--- src/rtl/logicnet_lut_loader.sv ---
// Run-time loadable LogicNet neuron: serial truth-table loader into distributed RAM,
// then one registered lookup per cycle.
module logicnet_lut_loader #(
    parameter int IN_BITS  = 6,
    parameter int OUT_BITS = 2
) (
    input  logic                clk,
    input  logic                rst,
    input  logic                cfg_start,
    input  logic                cfg_valid,
    input  logic [OUT_BITS-1:0] cfg_data,
    output logic                cfg_ready,
    output logic                cfg_done,
    input  logic                in_valid,
    input  logic [IN_BITS-1:0]  in_data,
    output logic                in_ready,
    output logic                out_valid,
    output logic [OUT_BITS-1:0] out_data
);
    localparam int DEPTH  = 1 << IN_BITS;
    localparam int ADDR_W = IN_BITS + 1;
    localparam logic [ADDR_W-1:0] LAST = ADDR_W'(DEPTH - 1);

    typedef enum logic [1:0] {IDLE, LOAD, RUN} state_t;

    state_t              state, state_nx;
    logic [ADDR_W-1:0]   addr, addr_nx;
    logic                we;
    logic                done_nx;
    logic [OUT_BITS-1:0] mem [DEPTH];

    always_comb begin
        state_nx  = state;
        addr_nx   = addr;
        we        = 1'b0;
        done_nx   = 1'b0;
        cfg_ready = 1'b0;
        in_ready  = 1'b0;
        case (state)
            IDLE: begin
                if (cfg_start) begin
                    state_nx = LOAD;
                    addr_nx  = '0;
                end
            end
            LOAD: begin
                // A restart takes priority over a beat presented in the same cycle.
                cfg_ready = !cfg_start;
                if (cfg_start) begin
                    addr_nx = '0;
                end else if (cfg_valid) begin
                    we = 1'b1;
                    if (addr == LAST) begin
                        state_nx = RUN;
                        addr_nx  = '0;
                        done_nx  = 1'b1;
                    end else begin
                        addr_nx = addr + ADDR_W'(1);
                    end
                end
            end
            RUN: begin
                in_ready = !cfg_start;
                if (cfg_start) begin
                    state_nx = LOAD;
                    addr_nx  = '0;
                end
            end
            default: state_nx = IDLE;
        endcase
    end

    always_ff @(posedge clk) begin
        if (rst) begin
            state     <= IDLE;
            addr      <= '0;
            cfg_done  <= 1'b0;
            out_valid <= 1'b0;
            out_data  <= '0;
        end else begin
            state     <= state_nx;
            addr      <= addr_nx;
            cfg_done  <= done_nx;
            out_valid <= in_valid && in_ready;
            if (in_valid && in_ready)
                out_data <= mem[in_data];
        end
    end

    // Table contents survive reset; only a completed load makes them meaningful.
    always_ff @(posedge clk) begin
        if (we)
            mem[addr[IN_BITS-1:0]] <= cfg_data;
    end

endmodule

--- config.mk ---
export PLATFORM = sky130hd
export DESIGN_NAME = logicnet_lut_loader
export DESIGN_NICKNAME = d
export VERILOG_FILES = /design/src/rtl/logicnet_lut_loader.sv
export SDC_FILE = /design/constraint.sdc
export NUM_CORES = 1
export LEC_CHECK = 0
export ABC_AREA = 1
export BUFFER_PORTS_ARGS = -buffer_cell sky130_fd_sc_hd__buf_2
export CAP_MARGIN = 10
export CORE_ASPECT_RATIO = 2
export CORE_MARGIN = 2
export CORE_UTILIZATION = 45
export DETAILED_ROUTE_END_ITERATION = 16
export SLEW_MARGIN = 20
export SYNTH_ARGS = -nofsm -noshare
export SYNTH_HDL_FRONTEND = slang
export SYNTH_SLANG_ARGS = --single-unit
--- constraint.sdc ---
create_clock -name clk -period 2.58 [get_ports clk]
set_input_delay 0.258 -clock clk [delete_from_list [all_inputs] [get_ports clk]]
set_output_delay 0.258 -clock clk [all_outputs]
set_load 0.02 [all_outputs]
**Word level (Yosys, flattened, before mapping)**

Memories as Yosys holds them, arrays and structs flattened. A register that Yosys moved wholly into a read port is not among the register bits.
Index checks and enable logic that the tools add are counted.
Widths: inputs -> output; s select.

- Memories: 1
- Input bits: 13
- Bits in writable memories: 128
- Word-level logic and storage cells: 42
- Register bits: 11
- Output and inout bits: 6

- Eq/ne operators: 8
- $add $sub $neg: 1
- Bitwise operators: 2
- Reductions and logical operators: 8
- Multiplexer cells: 18

Memories:

| name | depth | bits a word | rd ports | clocked after memory_dff | write ports | line | RTL |
|---|---|---|---|---|---|---|---|
| mem | 64 | 2 | 1 | 1 | 1 | 30 | `logic [OUT_BITS-1:0] mem [DEPTH];` |

Operators by type and width:

| kind | count |
|---|---|
| $mux 7 | 4 |
| $pmux 7 s2 | 1 |
| $mux 1 | 8 |
| $mux 2 | 4 |
| $add 7x1->7 const B | 1 |
| $eq 7x6->1 const B | 1 |
| $ne 2x2->1 const B | 3 |
| $pmux 2 s2 | 1 |
| $reduce_and 4->1 | 1 |
| $reduce_or 4->1 | 1 |
| $ne 3x3->1 const B | 1 |
| $reduce_and 3->1 | 1 |
| $eq 2x1->1 const B | 1 |
| $eq 2x2->1 const B | 1 |
| $logic_not 2->1 | 1 |
| $ne 2x1->1 const B | 1 |
| $not 1->1 | 2 |
| $reduce_bool 2->1 | 1 |
| $reduce_or 2->1 | 1 |
| $logic_and 1x1->1 | 1 |
| $logic_not 1->1 | 1 |

**Depth between registers and ports, before layout**

- Depth after elaboration: 5
- Gate-level depth with buffers: 12
- Gate-level depth less buffers: 11

**Worst setup path after synthesis**

OpenSTA, ideal clock, no wires.

- Path kind: register -> register
- Start point: reg state[0]
- End point: mem mem[42][0], enable pin
- Required time: 2.270 ns
- Stages on the path, launching flop included: 9
- Data arrival time: 1.257 ns
- Clock period less this slack: 1.567 ns
- Path slack: 1.013 ns
- Buffers on the path: 0
- Cell sequence: dfxtp_1 inv_2 o21ai_4 nand2_4 nor2_8 inv_2 nor2_8 nand3_4 nor2_1

- Word-level cells in the longest chain between the ends: 4

Ends and longest elaborated chain:

| element | line | RTL |
|---|---|---|
| start: declaration | 26 | `state_t state, state_nx;` |
| start signal: assignment | 81 | `state <= state_nx;` |
| $eq 2x1->1 | 39 | `case (state)` |
| $mux 1 | 39 |  |
| $mux 1 | 92 | `if (we)` |
| $mux 1 (implied by the code) | 93 | `mem[addr[IN_BITS-1:0]] <= cfg_data;` |
| end: declaration | 30 |  |

Every way passes these cells.

**Final worst setup path**

- Start point: reg state[0]
- End point: mem mem[16][1], enable pin

The elaborated chain is that of the path after synthesis.

==> flow_metrics.py <==
metrics = {
    "timing": {
        "setup_viol": 0,
        "slew_violations": 0,
        "fmax_mhz": 486,
        "slew-limit-headroom_pct": 56.3,
        "rsz0062_at_grt": "false",
        "tns_ns": 0,
        "finalClockSkew_ns": 0.00669,
        "tightest_slew_ns": 0.656,
        "fin_crit_sh_pct": 79.7,
        "report.final.hold_viol_count": 0,
        "timing.final.crit_period_ns": 2.06,
    },
    "floorplanning": {
        "die-area_um2": 14700,
        "floorplan.die.width_um": 86.7,
        "placement_rows": 60,
        "core-area_um2": 13400,
        "effective_utilization_at_floorplan_pct": 45.8,
        "io_pins": 19,
        "chipHeight_um": 169,
    },
    "global_routing": {
        "grt_remaining_overflow": 0,
        "grt_pass1_wl_um": 22600,
        "grtUsageTotal_pct": 21.2,
        "antenna_found_initial": 0,
        "first_global_vias": 4331,
        "grt_max_degree": 65,
    },
    "clock_tree": {
        "tritoncts_clock_tree": "done",
        "clk_pin_slew_worst_paths_ns": 0.06,
        "clockRootBuffer": "sky130_fd_sc_hd__clkbuf_16",
        "cts_sink_cnt": 141,
        "clock_buffer_depth": 2,
        "postCtsResizedCells": 0,
        "htreeDepth": 4,
        "cts_hold_buffers": 0,
        "numCtsBuffers": 17,
        "clk-insertion-delay-late_ns": 0.42,
        "cts_setup_buffers": 0,
    },
    "critical_path": {
        "cp.arrival_ns": 2.16,
        "worstSetupEndpointType": "register",
        "crit_required_ns": 2.68,
        "critPathKind": "reg -> reg",
        "maximum_fanout_along_the_worst_path": 9,
        "critical_path.startpoint_type": "register",
        "reg2reg_slack_ns": 0.52,
    },
    "final_layout": {
        "syn2layout_area_growth_pct": 13.5,
        "num-nets-final": 614,
        "antenna_cells": 0,
        "final_design_area_no_fill_um2": 6990,
        "drive_gt1_share_pct": 11.6,
    },
    "pwr": {
        "cellPowerDensity_nw_per_um2": 765,
        "power_leakage_nw": 2.49,
        "power.ir.vdd_worst_mv": 0.568,
        "post-layout-total-power_mw": 5.35,
    },
    "yosys": {
        "synth_nets": 597,
        "synth-edff-count": 128,
        "synth_sequential_area_ratio_pct": 66.6,
        "synth_ff_type": "sky130_fd_sc_hd__edfxtp_1",
        "yosysUniqueCellTypes": 31,
        "ffs_latches_synth": 141,
        "yosys_warnings": 0,
        "synth_area_per_cell_um2": 10.6,
        "synthesis.instances": 583,
        "asyncSetResetFlopFracSynth_pct": 0,
        "netlist_area_um2": 6160,
    },
    "route": {
        "antenna_violating_nets_post_route": 0,
        "post_drt_via_cell_ratio": 5.62,
        "drt_pass1_iterations": 5,
        "drc": 0,
        "post_dr_wirelength_cell_um": 18.8,
        "drt_wl_total_um": 14500,
        "drt_iter0_markers": 328,
        "via_count": 4314,
    },
    "run_status": {
        "outcome": "complete, no violations",
    },
    "place": {
        "hpwlAfterDp_um": 9110,
        "gp_routability_congestion": 0.773,
        "io_buffers": 18,
        "postPlaceCellArea_um2": 6370,
    },
    "hold_path": {
        "worst_min_delay_path_class": "in -> reg",
    },
    "job": {
        "max-cap-violations": 0,
    },
}
-- layout make-up --
type | count | area (um^2)
multi-input cells | 392 | 1810
clock inverters | 13 | 191
inverters | 24 | 90.1
well taps | 155 | 194
clock buffers | 19 | 433
repair buffers | 24 | 173
flip-flops and latches | 141 | 4100
fillers | 1179 | 6440
-- per-layer routing --
metal  vias up  routed length (um)  global-route usage [%]
met2       152                7970                    37.1
met1      2075                5300                    23.5
met5         -                   0                       0
met3        37                 621                    4.38
met4         0                 580                    11.3
li1       2050                   -                       -
-- registers in the layout, indices dropped and copies added, names as in the netlist --
register,cells
mem,128
addr,7
out_data,2
state,2
cfg_done,1
out_valid,1
-- worst paths after layout --
path	cells after the start	from	endpoint
setup / recovery	6	state[0]	mem[16][1]
hold / removal	3	in_valid	out_valid
setup reg to reg	6	state[0]	mem[16][1]
hold reg to reg	2	addr[6]	addr[6]
-- cell families after synthesis --
group           Yosys count  share of synthesized area [%]
compound gates           15                           1.71
fa+ha+maj                 1                          0.203
buf+inv                  50                           4.02
flops                   141                           66.6
simple gates            376                           27.4
-- metrics by stage --
| step | setup WS (ns) | util, % | instances | hold WS (ns) |
|---|---|---|---|---|
| 2_1_floorplan | 1.01 | - | 583 | 0.357 |
| 3_3_place_gp | 0.570 | 47.4 | 736 | 0.448 |
| 3_5_place_dp | 0.531 | 47.4 | 736 | 0.443 |
| 4_1_cts | 0.526 | 52.0 | 768 | 0.0852 |
| 5_1_grt | 0.395 | 52.0 | 768 | 0.111 |
| 6_report | 0.522 | 52.0 | 768 | 0.0897 |
-- synthesized netlist by cell type (2+ instances only) --
| library cell | instances | share of area (%) |
|---|---|---|
| sky130_fd_sc_hd__nand2_1 | 155 | 9.4 |
| sky130_fd_sc_hd__edfxtp_1 | 128 | 62 |
| sky130_fd_sc_hd__nand3_1 | 124 | 10 |
| sky130_fd_sc_hd__nor2_1 | 77 | 4.7 |
| sky130_fd_sc_hd__inv_1 | 18 | 1.1 |
| sky130_fd_sc_hd__dfxtp_1 | 13 | 4.2 |
| sky130_fd_sc_hd__buf_2 | 12 | 0.98 |
| sky130_fd_sc_hd__buf_4 | 10 | 1.2 |
| sky130_fd_sc_hd__inv_2 | 6 | 0.37 |
| sky130_fd_sc_hd__a21oi_1 | 5 | 0.41 |
| sky130_fd_sc_hd__nand4_1 | 5 | 0.51 |
| sky130_fd_sc_hd__a211oi_1 | 3 | 0.37 |
| sky130_fd_sc_hd__nand3_4 | 3 | 0.85 |
| sky130_fd_sc_hd__clkbuf_1 | 2 | 0.12 |
| sky130_fd_sc_hd__nor2_2 | 2 | 0.20 |
| sky130_fd_sc_hd__nor2_8 | 2 | 0.65 |
| sky130_fd_sc_hd__nor3_1 | 2 | 0.16 |
| sky130_fd_sc_hd__o21ai_0 | 2 | 0.16 |
| sky130_fd_sc_hd__o21bai_1 | 2 | 0.24 |
-- cells in the final DEF (no fill, tap or decap), types with 3 or more instances in the layout --
| master | instances |
|---|---|
| sky130_fd_sc_hd__nand2_1 | 155 |
| sky130_fd_sc_hd__buf_4 | 3 |
| sky130_fd_sc_hd__dfxtp_1 | 13 |
| sky130_fd_sc_hd__a211oi_1 | 3 |
| sky130_fd_sc_hd__inv_2 | 6 |
| sky130_fd_sc_hd__bufinv_16 | 4 |
| sky130_fd_sc_hd__clkbuf_16 | 17 |
| sky130_fd_sc_hd__buf_12 | 3 |
| sky130_fd_sc_hd__nand3_4 | 3 |
| sky130_fd_sc_hd__buf_2 | 18 |
| sky130_fd_sc_hd__nor2_1 | 77 |
| sky130_fd_sc_hd__nand4_1 | 5 |
| sky130_fd_sc_hd__edfxtp_1 | 128 |
| sky130_fd_sc_hd__inv_1 | 18 |
| sky130_fd_sc_hd__clkinv_4 | 5 |
| sky130_fd_sc_hd__nand3_1 | 124 |
| sky130_fd_sc_hd__a21oi_1 | 5 |
-- worst max-delay path, cell delays in order, from the launching register on --
cell	delay (ns)
sky130_fd_sc_hd__dfxtp_1	0.37
sky130_fd_sc_hd__inv_2	0.08
sky130_fd_sc_hd__o21ai_4	0.16
sky130_fd_sc_hd__nand2_4	0.12
sky130_fd_sc_hd__nor2_8	0.14
sky130_fd_sc_hd__nand4_1	0.49
sky130_fd_sc_hd__nor2_1	0.37
-- power breakdown --
part           internal [mW]  switching, mW
clock                   1.62          0.958
combinational         0.0759          0.192
sequential              2.49        0.00714
total                   4.19           1.16
No activity file was read; power rests on OpenSTA's default activity.
